===== config.mk =====
export PLATFORM = sky130hd
export DESIGN_NAME = instr_encoder_writer
export DESIGN_NICKNAME = d
export VERILOG_FILES = /design/src/rtl/instr_encoder_writer.sv
export SDC_FILE = /design/constraint.sdc
export NUM_CORES = 1
export LEC_CHECK = 0
export BUFFER_PORTS_ARGS = -buffer_cell sky130_fd_sc_hd__buf_4
export CAP_MARGIN = 20
export CORE_MARGIN = 2
export CORE_UTILIZATION = 50
export CTS_CLUSTER_DIAMETER = 120
export DETAILED_ROUTE_END_ITERATION = 8
export PLACE_DENSITY_LB_ADDON = 0.05
export SLEW_MARGIN = 20
export SYNTH_ARGS = -nofsm -noshare
export SYNTH_HDL_FRONTEND = slang
export SYNTH_SLANG_ARGS = --single-unit

===== constraint.sdc =====
create_clock -name clk -period 3.7 [get_ports clk]
set_clock_uncertainty 0.1 [all_clocks]
set_input_delay 0.555 -clock clk [delete_from_list [all_inputs] [get_ports clk]]
set_output_delay 0.555 -clock clk [all_outputs]
set_load 0.005 [all_outputs]

===== src/rtl/instr_encoder_writer.sv =====
// Encodes decoded RV32I instruction descriptors into 32-bit words and streams
// them into instruction memory through a registered write port.
module instr_encoder_writer #(
  parameter int ADDR_W    = 8,
  parameter int BASE_ADDR = 0
) (
  input  logic              clk,
  input  logic              rst,
  input  logic              clear,
  input  logic              in_valid,
  output logic              in_ready,
  input  logic [4:0]        opcode,
  input  logic [2:0]        funct3,
  input  logic [6:0]        funct7,
  input  logic [4:0]        rd,
  input  logic [4:0]        rs1,
  input  logic [4:0]        rs2,
  input  logic [31:0]       imm,
  output logic              imem_we,
  output logic [ADDR_W-1:0] imem_waddr,
  output logic [31:0]       imem_wdata,
  output logic              err,
  output logic              full,
  output logic [ADDR_W:0]   count
);

  typedef enum logic [2:0] {
    FMT_R, FMT_I, FMT_S, FMT_B, FMT_U, FMT_J, FMT_BAD
  } fmt_e;

  localparam logic [ADDR_W-1:0] BASE     = ADDR_W'(BASE_ADDR);
  localparam logic [ADDR_W:0]   LAST_CNT = {1'b0, {ADDR_W{1'b1}}};

  fmt_e        fmt;
  logic        legal;
  logic [31:0] word_next;
  logic [6:0]  op7;
  logic        accept;

  logic              we_reg;
  logic [ADDR_W-1:0] waddr_reg;
  logic [31:0]       wdata_reg;
  logic              err_reg;
  logic              full_reg;
  logic [ADDR_W:0]   count_reg;

  assign op7      = {opcode, 2'b11};
  assign in_ready = !full_reg && !clear;
  assign accept   = in_valid && in_ready;

  always_comb begin
    fmt = FMT_BAD;
    case (opcode)
      5'b01100:                   fmt = FMT_R;
      5'b00100, 5'b00000, 5'b11001: fmt = FMT_I;
      5'b01000:                   fmt = FMT_S;
      5'b11000:                   fmt = FMT_B;
      5'b01101, 5'b00101:         fmt = FMT_U;
      5'b11011:                   fmt = FMT_J;
      default:                    fmt = FMT_BAD;
    endcase
  end

  // Range checks reduce to "upper bits are a pure sign extension" of the field.
  always_comb begin
    legal     = 1'b0;
    word_next = 32'd0;
    case (fmt)
      FMT_R: begin
        legal     = 1'b1;
        word_next = {funct7, rs2, rs1, funct3, rd, op7};
      end
      FMT_I: begin
        legal     = (imm[31:11] == {21{imm[11]}});
        word_next = {imm[11:0], rs1, funct3, rd, op7};
      end
      FMT_S: begin
        legal     = (imm[31:11] == {21{imm[11]}});
        word_next = {imm[11:5], rs2, rs1, funct3, imm[4:0], op7};
      end
      FMT_B: begin
        legal     = (imm[31:12] == {20{imm[12]}}) && !imm[0];
        word_next = {imm[12], imm[10:5], rs2, rs1, funct3, imm[4:1], imm[11], op7};
      end
      FMT_U: begin
        legal     = (imm[11:0] == 12'd0);
        word_next = {imm[31:12], rd, op7};
      end
      FMT_J: begin
        legal     = (imm[31:20] == {12{imm[20]}}) && !imm[0];
        word_next = {imm[20], imm[10:1], imm[11], imm[19:12], rd, op7};
      end
      default: begin
        legal     = 1'b0;
        word_next = 32'd0;
      end
    endcase
  end

  always_ff @(posedge clk or posedge rst) begin
    if (rst) begin
      we_reg    <= 1'b0;
      waddr_reg <= BASE;
      wdata_reg <= 32'd0;
      err_reg   <= 1'b0;
      full_reg  <= 1'b0;
      count_reg <= '0;
    end else begin
      we_reg  <= 1'b0;
      err_reg <= 1'b0;
      if (accept) begin
        if (legal) begin
          we_reg    <= 1'b1;
          waddr_reg <= BASE + count_reg[ADDR_W-1:0];
          wdata_reg <= word_next;
          count_reg <= count_reg + 1'b1;
          full_reg  <= (count_reg == LAST_CNT);
        end else begin
          err_reg <= 1'b1;
        end
      end
      // accept is impossible while clear is high, so this never drops a write
      if (clear) begin
        count_reg <= '0;
        full_reg  <= 1'b0;
      end
    end
  end

  assign imem_we    = we_reg;
  assign imem_waddr = waddr_reg;
  assign imem_wdata = wdata_reg;
  assign err        = err_reg;
  assign full       = full_reg;
  assign count      = count_reg;

endmodule

# Yosys cells after proc, flatten, opt, wreduce, memory -nomap -nowiden
# Memory sizes are Yosys's and may differ from the RTL's.
# Index checks and enable logic that the tools add are counted.
dict set report word_totals {
  reg_bits 52
  mem_bits_ro 96
  input_bits 66
  out_inout_bits 53
  word_cells 43
  mem_count 1
}
dict set report classes {
  add_sub_neg 1
  n_eq_ne 9
  muxes 12
  reduce_logical 14
}
# memory words width read_ports rd_clocked_by_memory_dff wr line_no
set mem_list {}
lappend mem_list {{(no name shown)} 32 3 1 0 0 53} ;# case (opcode)
# cell n
set ops {}
lappend ops {{32-bit case mux with 6 select lines} 1}
lappend ops {{9-bit 2-to-1 mux} 3}
lappend ops {{20-bit equality test} 1}
lappend ops {{19-bit equality test} 1}
lappend ops {{12-bit logical NOT} 1}
lappend ops {{11-bit equality test} 1}
lappend ops {{9-bit by 1-bit adder with 9-bit output (second input constant)} 1}
lappend ops {{9-bit by 8-bit equality test with 1-bit output (second input constant)} 1}
lappend ops {{1-bit 2-to-1 mux} 7}
lappend ops {{3-bit by 2-bit equality test with 1-bit output (second input constant)} 2}
lappend ops {{3-bit equality test (second input constant)} 2}
lappend ops {{1-bit case mux with 5 select lines} 1}
lappend ops {{1-bit logical AND} 4}
lappend ops {{2-bit AND reduction} 2}
lappend ops {{2-bit nonzero test} 2}
lappend ops {{3-bit by 1-bit equality test with 1-bit output (second input constant)} 1}
lappend ops {{1-bit logical NOT} 3}
lappend ops {{3-bit logical NOT} 1}
lappend ops {{2-bit OR reduction} 1}

# Logic depth before layout (Yosys ltp)
# Gate-level depths: netlist of the first run.
# An unclocked memory read counts as a cell.
dict set report logic_depth {
  depth_word 7
  mapped_depth 10
  depth_no_buf 8
}

# Worst setup path after synthesis of the first run
# Ideal clock, no wire load.
dict set report synth_path {
  kind {in2reg}
  startpoint {input port opcode[0]}
  endpoint {register waddr_reg[0] (netlist: imem_waddr[0])}
  setup_time_ns 0.125
  t_arrival_ns 2.197
  required_time_ns 3.475
  slack_ns 1.278
  stages 8
  n_path_buf 2
  cell_sequence {buf_2 > nor2_1 > nand3b_1 > a21oi_1 > a211o_2 > o21ai_4 > buf_4 > mux2_2}
}
dict set report synth_via {
  elab_chain_cells 5
  elab_cells_between_ends 10
  cone_classes {5 x eq/ne; 1 x mux; 3 x reduce/logical; 1 x memory}
}
# item line_no
set synth_rtl {}
lappend synth_rtl {{start: declaration} 12} ;# input logic [4:0] opcode,
lappend synth_rtl {{memory 32 x 3 bit *} -}
lappend synth_rtl {{3-bit by 2-bit equality test with 1-bit output or 3-bit by 1-bit equality test with 1-bit output (tied branches)} 68} ;# case (fmt)
lappend synth_rtl {{2-bit OR reduction (no line)} -}
lappend synth_rtl {{1-bit case mux with 5 select lines *} 68}
lappend synth_rtl {{2-bit AND reduction (no line) *} -}
lappend synth_rtl {{end signal: assignment} 114} ;# waddr_reg <= BASE + count_reg[ADDR_W-1:0];
lappend synth_rtl {{end: declaration} 41} ;# logic [ADDR_W-1:0] waddr_reg;
# Every way passes the cells marked *; elsewhere a longest branch is shown, timed or not.
# A chain may end at the register's enable or synchronous reset.

# Worst setup path in the final report of the first run
dict set report layout_path {
  startpoint {input port opcode[4]}
  endpoint {register waddr_reg[2] (netlist: imem_waddr[2])}
}
# Same word-level chain as after synthesis.

==> impl_metrics.toml, run 1 <==
[flow_run]
max_cap_violations = 0

[power]
p_leak_uw = 0.00184
p_comb_frac = 0.191
seq_power_share = 0.497
pwr-share-clk = 0.312
p_int_uw = 921
ir_drop_v = 0.000265
netSwitchingFraction = 0.255
p_sw_uw = 315
power_density_nw_per_um2 = 331

[critical_path]
startpoint_type = "primary input"
worstPathMaxFanout = 29
worstPathRequired_ps = 3790
end_kind = "flip-flop"
cp-startpoint = "opcode[4]"
critPathKind = "in2reg"
timing.rr.start = "full"
cp.arrival_ps = 2760
r2r_slack_ps = 1860

[detailed_routing]
vias_per_cell = 5.65
ant_nets = 0
wl_per_cell_um = 15.8
first_pass_iters = 5
vias = 2716
first_iter_violations = 140
wirelength_mm = 7.62
route.detailed.drc = 0

[sta]
drv_slew = 0
fmax_mhz = 376
setup-tns-final_ps = 0
finalHoldViolCount = 0
tightest_slew_ps = 867
finalCriticalPeriod_ps = 2660
max_slew_margin = 0.422
finalSetupViolCount = 0
fin_crit_sh = 0.720
grt_setup_unrepaired = "false"

[final_layout]
n_antenna_cell = 0
nNetsFinal = 478
syn_to_final_growth_pct = 37.6
fin_area_sq_um = 3730
largest_reg_flops = 31
drive_above_1_share = 0.360

[clock_tree]
cts_buffers = 5
htreeDepth = 2
clk-insertion-delay-late_ps = 310
cts_tree = "built"
clk_pin_slew_worst_paths_ps = 90
cts_buffer_depth = 2
root_buffer = "clkbuf_8"
post-cts-setup-buffers = 0
cts.sinks = 51
cts_hold_buf = 0
cts-resized-gates = 0

[die]
pin_count = 119
start_util = 0.524
dieWidth_um = 77.6
die-area_sq_um = 6020
die_y_um = 77.6
core_sq_um = 5170
rows = 26

[run_status]
status = "finished, final reports clean"

[synth]
synth_area_leaders = "dfrtp_1 (47%), nor2_1 (6.2%), nand2_1 (6.0%)"
yosys_register_bits = 51
async_flop_share = 1.00
yosysMostFrequentCell = "dfrtp_1"
ys_seq_area_frac = 0.471
synth_area_per_cell_sq_um = 9.12
yosysWarningCount = 0
synth_top_area_share = 0.471
netlist_instances = 297
yosysTopAreaCell = "dfrtp_1"
syn_area_sq_um = 2710
synth_commonest_cells = "dfrtp_1 (51), nor2_1 (45), nand2_1 (43)"
ys.flop_type = "dfrtp_1"
synth_enable_flop_cells = 0
syn-num-nets = 365
synth_cell_types = 42

[global_route]
grt_pass1_vias = 2584
antenna_found_initial = 0
grtUsageTotal = 0.257
grt_pass1_wl_mm = 12.4
overflow = 0
grt_max_degree = 52

[min_path]
hp-class = "in2async"

[placement]
io_buffers = 118
dp_hpwl_mm = 5.79
placed_area_sq_um = 3620
routabilityCongestion = 0.903
[power by group through the flow]
stage                     clock, uW  sequential, uW  combinational (uW)
after floorplan                   0             626                88.0
after global placement            0             623                 233
after detailed placement          0             624                 237
after CTS                       395             613                 237
after global routing            418             618                 262
final                           386             614                 236
[path summary, 6_finish.rpt]
path,endpoint,cells past startpoint
setup / recovery,imem_waddr[2],8
setup reg to reg,imem_waddr[7],5
hold / removal,imem_waddr[0],2
max in group asynchronous,imem_wdata[30],2
hold reg to reg,imem_wdata[27],2
min in group clk,count[0],2
[worst max-delay path, cell delays in order]
cell and delay [ps]:
buf_4 130, and3b_1 240, o21bai_2 440, a21oi_1 160, a211o_2 380, o21ai_4 160
buf_4 310, mux2_2 380
[metrics by stage]
stage	cells	util	worst slack, ps	hold WS [ps]	total power (uW)
detailed placement	473	0.699	730	369	861
floorplan	297	-	1280	370	714
CTS	481	0.721	1050	362	1250
finish	481	0.721	1040	287	1240
global route	481	0.721	854	371	1300
global placement	473	0.699	791	364	856
[layer usage]
layer	share of wire	track usage	wire length [um]
met5	0	0	0
met4	0.0063	0.0518	48
met3	0.079	0.0570	599
met2	0.47	0.403	3590
met1	0.44	0.367	3380
[cell type report]
cell class | instances | area, sq um
multi-input cells | 225 | 1320
well taps | 70 | 87.6
flip-flops and latches | 51 | 1280
clock buffers | 5 | 68.8
inverters | 5 | 20.0
fillers | 428 | 1440
clock inverters | 3 | 43.8
repair buffers | 122 | 916
[cells in the final DEF, fill, tap and decap left out, types with 5 or more instances in the layout]
cell      instances
clkbuf_8          5
nor2_1           45
nand3_1           9
mux2_2           12
a21oi_1          25
o21ai_0           9
nand2_1          43
buf_4           122
nand4_1           7
dfrtp_1          51
a221oi_1         12
nor4_1            6
nor3_1            7
o31ai_1           7
[logic make-up (layout without fill, tap and decap cells)]
kind of cell / Yosys count / in the layout / share of synthesized area
buffers and inverters: 21 / 135 / 0.0429
adder cells (fa/ha/maj): 2 / 2 / 0.00923
XOR/XNOR: 4 / 4 / 0.0129
flip-flops: 51 / 51 / 0.471
AND/OR/NAND/NOR: 133 / 133 / 0.223
AO/OA/AOI/OAI: 71 / 71 / 0.179
multiplexers: 15 / 15 / 0.0619
No activity file was read; power rests on OpenSTA's default activity.
==> run 2, diff against run 1 <==
- CORE_UTILIZATION: 50 -> 47
- clock period: 3.7 -> 2.66 ns (I/O delays scaled with it)
==> run 2 against run 1 <==
  * Total power is 31% higher
  * Critical path type unchanged
  * Global-route usage fell by 0.62 points
  * Register-to-register slack got worse by 920 ps
  * Critical endpoint is now count[4]
  * Hold slack got worse by 61 ps
  * First-iteration DRC count is 62% higher
  * Wire length up 2.1%
==> impl_metrics.toml, run 2 (same netlist as run 1, synthesis figures left out) <==
[power]
p_int_uw = 1190
power_density_nw_per_um2 = 429
p_leak_uw = 0.00187
pwr-share-clk = 0.267
seq_power_share = 0.526
p_comb_frac = 0.207
ir_drop_v = 0.000262
p_sw_uw = 433
netSwitchingFraction = 0.267

[global_route]
grtUsageTotal = 0.250
grt_max_degree = 33
grt_pass1_vias = 2644
overflow = 0
grt_pass1_wl_mm = 12.5
antenna_found_initial = 0

[clock_tree]
root_buffer = "clkbuf_8"
cts_buffers = 5
clk_pin_slew_worst_paths_ps = 90
cts_tree = "built"
clk-insertion-delay-late_ps = 300
cts.sinks = 51
htreeDepth = 2
cts_buffer_depth = 2
post-cts-setup-buffers = 0

[final_layout]
fin_util = 0.683
layout_commonest_cell = "buf_4"
final_cell_mix = "buf_4 (126), dfrtp_1 (51), nor2_1 (45), nand2_1 (43), a21oi_1 (25)"
drive_above_1_share = 0.366
syn_to_final_growth_pct = 39.6
fillers = 493
n_antenna_cell = 0
nNetsFinal = 485
layoutNonFillerInstCount = 490
largest_reg_flops = 31

[critical_path]
startpoint_type = "primary input"
crit_slowest_cell = "nor4_1"
cpLargestDelayFamily = "simple AND/OR/NAND/NOR gates"
max_stage_delay_ps = 590
r2r_slack_ps = 940
cp_common_cell = "buf_4"
crit_path_cell_trace = "buf_4 > nor4_1 > nand4b_1 > a211oi_1 > a211o_2 > buf_4 > o211a_1 > and3_1 > mux2i_1"
timing.rr.start = "full"
path_buf_inv = 2
cp.arrival_ps = 2520
critPathKind = "in2reg"
r2r_cells = 5
worstPathRequired_ps = 2790
rr_endpoint = "imem_wdata[3]"
worstPathMaxFanout = 4
end_kind = "flip-flop"

[sta]
finalCriticalPeriod_ps = 2380
finalSetupViolCount = 0
tightest_slew_ps = 653
finalHoldViolCount = 0
max_slew_margin = 0.560
grt_setup_unrepaired = "false"
setup-tns-final_ps = 0
fmax_mhz = 420
fin_crit_sh = 0.896
drv_slew = 0

[detailed_routing]
first_pass_iters = 6
wirelength_mm = 7.78
first_iter_violations = 227
ant_nets = 0
route.detailed.drc = 0
wl_per_cell_um = 15.9
vias = 2779
vias_per_cell = 5.67

[placement]
dp_cells = 481
io_buffers = 118
dp_hpwl_mm = 6.08
routabilityCongestion = 0.927

[min_path]
hold_start = "clear"
min_to = "count[5]"
hp-class = "in2reg"
hold_path_depth = 2

[die]
die_y_um = 79.9
dieWidth_um = 79.9
start_util = 0.489
rows = 27
core_sq_um = 5540
die-area_sq_um = 6390
pin_count = 119

[flow_run]
max_cap_violations = 0

[run_status]
status = "finished, final reports clean"
[run 2: changes by cell type in the layout (fill, tap and decap cells not counted), sizes merged]
| cell | before | now |
|---|---|---|
| buf | 122 | 128 |
| clkinv | 3 | 1 |
| bufinv | 1 | 0 |
| clkbuf | 5 | 6 |
| clkinvlp | 0 | 1 |
| dlygate4sd3 | 0 | 1 |
| inv | 4 | 5 |
[run 2: worst max path at each step]
stage	from	endpoint	slack (ps)	cells past startpoint
after floorplan	opcode[0]	imem_waddr[0]	390	8
after global placement	imm[22]	imem_wdata[4]	70	8
after detailed placement	imm[22]	count[4]	20	9
after CTS	imm[22]	count[4]	330	9
after global routing	imm[22]	count[4]	180	9
final	imm[22]	count[4]	280	9
[run 2: cell type report]
cell class                      instances  area (sq um)  share of cell area
Multi-Input combinational cell        225          1320               0.348
Sequential cell                        51          1280               0.337
Timing Repair Buffer                  129           996               0.263
Tap cell                               72          90.1              0.0238
Clock buffer                            6          72.6              0.0192
Inverter                                5          18.8             0.00496
Clock inverter                          2          12.5             0.00331
[run 2: power groups by stage]
| stage | Clock (uW) | Combinational (uW) | Sequential [uW] |
|---|---|---|---|
| after floorplan | 0 | 122 | 871 |
| after global placement | 0 | 329 | 867 |
| after detailed placement | 0 | 335 | 869 |
| after CTS | 452 | 336 | 854 |
| after global routing | 484 | 373 | 860 |
| final | 434 | 336 | 854 |
[run 2: per-layer routing]
layer / vias up / GRT usage / part of all wire
met5: - / 0 / 0
met4: 0 / 0.0814 / 0.011
met3: 7 / 0.0498 / 0.080
met2: 125 / 0.388 / 0.47
met1: 1327 / 0.353 / 0.44
li1: 1320 / - / -
[run 2: stage by stage]
step | power (uW) | hold WS (ps) | cell area [sq um] | worst slack (ps)
2_1_floorplan | 993 | 370 | 2710 | 394
3_3_place_gp | 1200 | 321 | 3690 | 68.2
3_5_place_dp | 1200 | 321 | 3690 | 21.4
4_1_cts | 1640 | 217 | 3780 | 329
5_1_grt | 1720 | 224 | 3780 | 183
6_report | 1620 | 226 | 3780 | 277
[run 2: repair_timing]
| item | CTS | global route |
|---|---|---|
| hold buffers | 1 | 0 |
| endpoints found under the hold margin | 19 | 0 |
| gates resized for setup | 0 | 0 |
